File: config.mk
export PLATFORM = sky130hd
export DESIGN_NAME = proc_core
export DESIGN_NICKNAME = d
export VERILOG_FILES = /design/src/rtl/proc_core.sv
export SDC_FILE = /design/constraint.sdc
export NUM_CORES = 1
export LEC_CHECK = 0
export CAP_MARGIN = 20
export CORE_MARGIN = 3
export CORE_UTILIZATION = 45
export DETAILED_ROUTE_END_ITERATION = 7
export HOLD_SLACK_MARGIN = 0.05
export PLACE_DENSITY = 0.68
export SLEW_MARGIN = 20
export SYNTH_ARGS = -nofsm -noshare
export SYNTH_HDL_FRONTEND = slang
export SYNTH_SLANG_ARGS = --single-unit
File: constraint.sdc
create_clock -name clk -period 4 [get_ports clk]
set_clock_uncertainty 0.2 [all_clocks]
set_input_delay 0.8 -clock clk [delete_from_list [all_inputs] [get_ports clk]]
set_output_delay 0.8 -clock clk [all_outputs]
set_load 0.01 [all_outputs]
File: src/rtl/proc_core.sv
`default_nettype none
// ============================================================================
// Module      : proc_core
// Description : Single-issue 9-bit-instruction core with start/done handshake,
//               zero-flag branches, load stall state and cycle watchdog.
// Revision    : 1.0 - initial release
// ============================================================================
module proc_core #(
    parameter int D          = 12,
    parameter int W          = 8,
    parameter int START_ADDR = 0,
    parameter int CW         = 16,
    parameter int TIMEOUT    = 0
) (
    input  logic          clk,
    input  logic          reset,
    input  logic          start,
    output logic          done,
    output logic          timeout,
    output logic [D-1:0]  imem_addr,
    input  logic [8:0]    imem_data,
    output logic [W-1:0]  dmem_addr,
    output logic [W-1:0]  dmem_wdata,
    output logic          dmem_we,
    input  logic [W-1:0]  dmem_rdata,
    output logic [CW-1:0] cycle_count
);

    localparam logic [1:0] c_ST_IDLE = 2'd0;
    localparam logic [1:0] c_ST_RUN  = 2'd1;
    localparam logic [1:0] c_ST_MEM  = 2'd2;
    localparam logic [1:0] c_ST_DONE = 2'd3;

    localparam logic [2:0] c_OP_ADD = 3'd0;
    localparam logic [2:0] c_OP_SUB = 3'd1;
    localparam logic [2:0] c_OP_AND = 3'd2;
    localparam logic [2:0] c_OP_XOR = 3'd3;
    localparam logic [2:0] c_OP_LDI = 3'd4;
    localparam logic [2:0] c_OP_LD  = 3'd5;
    localparam logic [2:0] c_OP_ST  = 3'd6;
    localparam logic [2:0] c_OP_CTL = 3'd7;

    localparam logic [1:0] c_CT_BZ   = 2'd0;
    localparam logic [1:0] c_CT_BNZ  = 2'd1;
    localparam logic [1:0] c_CT_JMP  = 2'd2;
    localparam logic [1:0] c_CT_HALT = 2'd3;

    localparam logic [D-1:0]  c_START   = D'(START_ADDR);
    localparam logic [CW-1:0] c_TIMEOUT = CW'(TIMEOUT);
    localparam bit            c_WD_EN   = (TIMEOUT != 0);

    logic [1:0]    r_state;
    logic [D-1:0]  r_pc;
    logic [W-1:0]  r_regs [8];
    logic          r_z;
    logic [CW-1:0] r_cycles;
    logic          r_timeout;

    logic [2:0]    w_op;
    logic [2:0]    w_rb;
    logic [2:0]    w_ra;
    logic [1:0]    w_sub;
    logic [3:0]    w_off;
    logic [W-1:0]  w_va;
    logic [W-1:0]  w_vb;
    logic [W-1:0]  w_alu;
    logic          w_is_alu;
    logic          w_wd;
    logic [D-1:0]  w_pc_inc;
    logic [D-1:0]  w_pc_br;
    logic [D-1:0]  w_pc_next;
    logic [CW-1:0] w_cyc_next;

    assign w_op  = imem_data[8:6];
    assign w_rb  = imem_data[5:3];
    assign w_ra  = imem_data[2:0];
    assign w_sub = imem_data[5:4];
    assign w_off = imem_data[3:0];

    assign w_va     = r_regs[w_ra];
    assign w_vb     = r_regs[w_rb];
    assign w_is_alu = ~w_op[2];

    // Watchdog cycle: nothing retires, the run is simply cut off.
    assign w_wd = c_WD_EN && ((r_state == c_ST_RUN) || (r_state == c_ST_MEM))
                  && (r_cycles == c_TIMEOUT);

    assign w_pc_inc   = r_pc + D'(1);
    assign w_pc_br    = r_pc + D'($signed(w_off));
    assign w_cyc_next = (&r_cycles) ? r_cycles : r_cycles + CW'(1);

    always_comb begin
        w_alu = '0;
        case (w_op)
            c_OP_ADD: w_alu = w_va + w_vb;
            c_OP_SUB: w_alu = w_va - w_vb;
            c_OP_AND: w_alu = w_va & w_vb;
            c_OP_XOR: w_alu = w_va ^ w_vb;
            default:  w_alu = '0;
        endcase
    end

    always_comb begin
        w_pc_next = w_pc_inc;
        if (w_op == c_OP_LD) begin
            w_pc_next = r_pc;
        end else if (w_op == c_OP_CTL) begin
            case (w_sub)
                c_CT_BZ:  w_pc_next = r_z ? w_pc_br : w_pc_inc;
                c_CT_BNZ: w_pc_next = r_z ? w_pc_inc : w_pc_br;
                c_CT_JMP: w_pc_next = w_pc_br;
                default:  w_pc_next = r_pc;
            endcase
        end
    end

    always_ff @(posedge clk) begin
        if (reset) begin
            r_state   <= c_ST_IDLE;
            r_pc      <= c_START;
            r_z       <= 1'b0;
            r_cycles  <= '0;
            r_timeout <= 1'b0;
            for (int i = 0; i < 8; i++) begin
                r_regs[i] <= '0;
            end
        end else begin
            case (r_state)
                c_ST_IDLE, c_ST_DONE: begin
                    if (start) begin
                        r_state   <= c_ST_RUN;
                        r_pc      <= c_START;
                        r_cycles  <= '0;
                        r_z       <= 1'b0;
                        r_timeout <= 1'b0;
                    end
                end
                c_ST_RUN: begin
                    if (w_wd) begin
                        r_state   <= c_ST_DONE;
                        r_timeout <= 1'b1;
                    end else begin
                        r_cycles <= w_cyc_next;
                        r_pc     <= w_pc_next;
                        if (w_is_alu) begin
                            r_regs[w_ra] <= w_alu;
                            r_z          <= (w_alu == '0);
                        end else if (w_op == c_OP_LDI) begin
                            r_regs[0] <= W'(imem_data[5:0]);
                        end
                        if (w_op == c_OP_LD) begin
                            r_state <= c_ST_MEM;
                        end else if ((w_op == c_OP_CTL) && (w_sub == c_CT_HALT)) begin
                            r_state <= c_ST_DONE;
                        end
                    end
                end
                c_ST_MEM: begin
                    if (w_wd) begin
                        r_state   <= c_ST_DONE;
                        r_timeout <= 1'b1;
                    end else begin
                        // PC was held on the LD, so imem_data still names rA.
                        r_regs[w_ra] <= dmem_rdata;
                        r_pc         <= w_pc_inc;
                        r_cycles     <= w_cyc_next;
                        r_state      <= c_ST_RUN;
                    end
                end
                default: r_state <= c_ST_IDLE;
            endcase
        end
    end

    assign done        = (r_state == c_ST_DONE);
    assign timeout     = r_timeout;
    assign imem_addr   = r_pc;
    assign dmem_addr   = w_vb;
    assign dmem_wdata  = w_va;
    assign dmem_we     = (r_state == c_ST_RUN) && (w_op == c_OP_ST) && !w_wd;
    assign cycle_count = r_cycles;

endmodule
`default_nettype wire

-- Yosys cells after proc, flatten, opt, wreduce, memory -nomap -nowiden
Memories as Yosys holds them, arrays and structs flattened.
Cells that the tools add are included.
Widths: inputs -> output; s select.
- $add $sub $neg: 5
- equal/unequal tests: 19
- mux-type cells: 38
- bitwise logic cells: 5
- reductions and logical operators: 16
- operators with widths (kind ; count):
    $pmux 12 s3 ; 2
    $mux 12 ; 5
    $mux 16 ; 2
    $pmux 16 s2 ; 1
    $pmux 8 s4 ; 1
    $mux 8 ; 3
    $mux 1 ; 18
    $add 16x1->16 const B ; 1
    $reduce_and 16->1 ; 1
    $add 12x1->12 const B ; 1
    $add 12x12->12 ; 1
    $eq 3x3->1 const B ; 4
    $add 8x8->8 ; 1
    $and 8x8->8 ; 1
    $eq 2x2->1 const B ; 4
    $logic_not 8->1 ; 1
    $ne 2x2->1 const B ; 4
    $reduce_or 8->1 ; 1
    $sub 8x8->8 ; 1
    $xor 8x8->8 ; 1
    $eq 3x2->1 const B ; 2
    $mux 2 ; 3
    $pmux 2 s3 ; 1
    $reduce_and 2->1 ; 3
    other kinds (14) ; 20
- register bits after elaboration: 32
- bits in writable memories: 64
- bits of input ports: 20
- output and inout bits: 47
- memories kept: 1
- memory list (memory ; words ; width ; read ports ; clocked after memory_dff ; wr ports ; RTL line ; RTL):
    r_regs ; 8 ; 8 ; 2 ; 0 ; 8 ; 54 ; logic [W-1:0] r_regs [8];

-- Logic depth before layout (Yosys ltp)
- depth in word-level cells: 8
- mapped depth: 17
- gate-level depth less buffers: 16

-- Worst setup path before layout
No wires, ideal clock.
- path type: input port to flip-flop
- from: input port imem_data[1]
- to: memory r_regs[0][5] (data pin)
- setup time: 0.276 ns
- data arrival time: 3.973 ns
- path slack: -0.450 ns
- cell stages on the path: 15
- path through: clkbuf_1 > clkbuf_1 > nor3b_1 > a311o_1 > a221oi_1 > inv_1 > ha_1 > nor2b_1 > o21ai_0 > a21oi_1 > nor2_1 > xnor2_1 > o21a_1 > mux2i_1 > o21ai_0
- RTL lines (element ; RTL line ; RTL):
    start, declared ; 21 ; input logic [8:0] imem_data,
    end, declared ; 54 ;

==> flow_summary.ini <==
[critical_path]
critical_path_buf_inv_count = 4
critical_path_class = primary input to register
crit_slowest_cell = o31a_2
path_cells = dlygate4sd2_1 -> buf_12 -> a311o_1 -> a221oi_2 -> buf_4 -> inv_1 -> ha_1 -> nor2b_1 -> o21ai_2 -> a21oi_2 -> o41ai_2 -> xor2_1 -> o31a_2 -> nor3_1
cp_max_fo = 16
worstSetupEndpointType = register
crit_family = compound AO/OA/AOI/OAI gates
startpoint_type = primary input
critical_path_required_ns = 3.88
cp.arrival_ns = 3.70
slowest_delay_ns = 0.32

[place]
routabilityCongestion = 0.911
hpwl_um = 14400
io_buffers = 65
placed_area_sq_mm = 0.00805

[final_layout]
fin_area_sq_mm = 0.00846
final_core_util_pct = 59.6
multi_input_area_sq_mm = 0.00394
area_delta_synth_final_pct = 26.9
regArea_sq_mm = 0.00254
fillers = 1199
final_layout_size_suffix_gt1_share_pct = 20.3
layout_common_cells = nor2_1, buf_4, edfxtp_1
final_common_cell = nor2_1
nNetsFinal = 885
n_antenna_cell = 0

[routing]
drt_iter0_markers = 587
wl_per_cell_um = 18.4
vias = 6005
first_pass_iters = 5
ant_nets = 0
drcViolationCount = 0
drt_wl_total_um = 18600
via_per_inst = 5.93

[clock_network]
tritoncts = built
root_buffer = clkbuf_16
cts_sinks = 95
cts_buffer_depth = 2
ctsHtreeMaxLevel = 3
clk_latency_ns = 0.36
path_clk_slew_ns = 0.07
cts_hold_buf = 0
cts_buffers = 9

[sta]
rsz0062_at_grt = yes
period_share_pct = 95.5
slew_viol_final = 0
tightestPinTransition_ns = 0.793
relSlewSlack_pct = 46.8
hold_viol_final = 0
fmax_mhz = 262
finalSetupViolCount = 0
min_period_ns = 3.82

[global_routing]
overflow = 0
grt_max_degree = 26
grt_pass1_vias = 5777
grt_pass1_wl_um = 30300
antenna_found_initial = 0
grt_use_total_pct = 23.4

[hold_path]
hp-class = register to register

[synthesis]
synth_edf_count = 64
avgSynthCellArea_sq_um = 9.58
netlist.top_cell.by_area = edfxtp_1
ys_types = 63
syn_inst = 696
ys_seq_area_share_pct = 38.1
syn_area_sq_mm = 0.00667
synth_flop_cell = edfxtp_1
synth_top_area_share_pct = 28.8
ys_ff_latch = 95
yosys_warnings = 0
synth_nets = 754
synth_area_leaders = edfxtp_1, mux4_2, dfxtp_1, ha_1, nor2_1
ys_async_sr_fraction_pct = 0

[status]
status = completed

[flow_run]
drv_cap = 0

[die]
coreArea_sq_mm = 0.0142
die_area_sq_mm = 0.0163
die_h_um = 128
io-pin-count = 67
die_w_um = 128
start_util_pct = 46.9
fp-row-count = 43

[power]
peakVddDrop_uv = 220
p_per_area_mw_per_mm2 = 347
leakagePower_nw = 3.23
## final timing paths
path,startpoint,endpoint,slack [ns],cells after the start
setup / recovery,imem_data[0],r_regs[2][7],0.18,14
hold / removal,cycle_count[10],cycle_count[10],0.32,2
setup reg to reg,r_regs[7][1],r_regs[2][7],0.34,14
hold reg to reg,cycle_count[10],cycle_count[10],0.32,2
## state kept, by name, indices dropped and copies added, names as in the netlist
register     flops
r_state          2
r_regs          64
r_z              1
imem_addr       12
cycle_count     16
## Yosys cell counts (2+ instances only)
| cell | n |
|---|---|
| a2111oi_0 | 2 |
| a211oi_1 | 3 |
| a21o_1 | 4 |
| a21oi_1 | 38 |
| a22o_1 | 2 |
| a22oi_1 | 10 |
| and2_1 | 3 |
| and3_1 | 8 |
| buf_1 | 4 |
| buf_2 | 7 |
| clkbuf_1 | 21 |
| dfxtp_1 | 31 |
| edfxtp_1 | 64 |
| fa_1 | 2 |
| ha_1 | 36 |
| inv_1 | 27 |
| mux2_2 | 7 |
| mux2i_1 | 10 |
| mux4_2 | 32 |
| nand2_1 | 56 |
| nand2b_1 | 10 |
| nand3_1 | 22 |
| nand3b_1 | 8 |
| nand4_1 | 5 |
| nor2_1 | 111 |
| nor2b_1 | 10 |
| nor3_1 | 34 |
| nor3b_1 | 3 |
| nor4_1 | 4 |
| o21a_1 | 5 |
| o21ai_0 | 33 |
| o21bai_1 | 2 |
| o221ai_1 | 4 |
| o22ai_1 | 4 |
| o32ai_1 | 3 |
| o41ai_1 | 2 |
| or3_1 | 6 |
| xnor2_1 | 19 |
| xor2_1 | 20 |
## layer usage
| metal | track usage (%) | wire length [um] |
|---|---|---|
| met5 | 0 | 0 |
| met4 | 6.24 | 250 |
| met2 | 37.1 | 8690 |
| met3 | 4.88 | 1340 |
| met1 | 32.8 | 8300 |
## area by class of cell
cell class	instances	area share (%)
clock buffers	9	2.66
clock inverters	7	0.961
repair buffers	154	15.9
multi-input cells	539	46.6
flip-flops and latches	95	30.1
inverters	28	1.24
well taps	180	2.66
## where the power goes
| part | leakage [nW] | internal [mW] | total (mW) | switching, mW |
|---|---|---|---|---|
| Sequential | 0.913 | 1.09 | 1.13 | 0.0430 |
| Clock | 0.150 | 0.449 | 0.884 | 0.435 |
| Combinational | 2.17 | 0.425 | 0.921 | 0.497 |
## worst reg2reg max path, delay by kind of cell, from the launching register on
kind                       cells  cell delay, ns
AOI/OAI and AO/OA              5            0.89
xor gates and xnor gates       1            0.28
adders and majority gates      2            0.48
buffers and inverters          1            0.08
DFF                            1            0.44
muxes                          2            0.72
and+or+nand+nor                3            0.29
## metrics by stage
stage,TNS [ns],setup WS [ns],hold WS (ns),power [mW],std cells
global route,-0.00917,-0.00681,0.357,3.09,1012
detailed placement,-26.51,-0.645,0.307,2.03,991
finish,0,0.180,0.319,2.94,1012
floorplan,-0.292,-0.0336,0.275,1.65,696
global placement,-22.68,-0.533,0.294,2.02,991
CTS,0,0.00190,0.319,2.92,1010
## cell families (layout without fill, tap and decap cells)
group | count (synthesis) | after routing | synth area share [%]
simple gates | 285 | 285 | 19.8
compound gates | 127 | 127 | 12.2
flops | 95 | 95 | 38.1
buf+inv | 62 | 198 | 3.79
mux | 49 | 49 | 13.5
xor+xnor | 39 | 39 | 5.12
fa+ha+maj | 38 | 38 | 7.36
other cells | 1 | 1 | 0.0563
## repair_timing
| action | CTS | global route |
|---|---|---|
| gates resized for setup | 19 | 15 |
| endpoints found under the setup margin | 47 | 41 |
| pin swaps | 8 | 6 |
| setup buffers | 3 | 2 |
No activity file was read; power rests on OpenSTA's default activity.
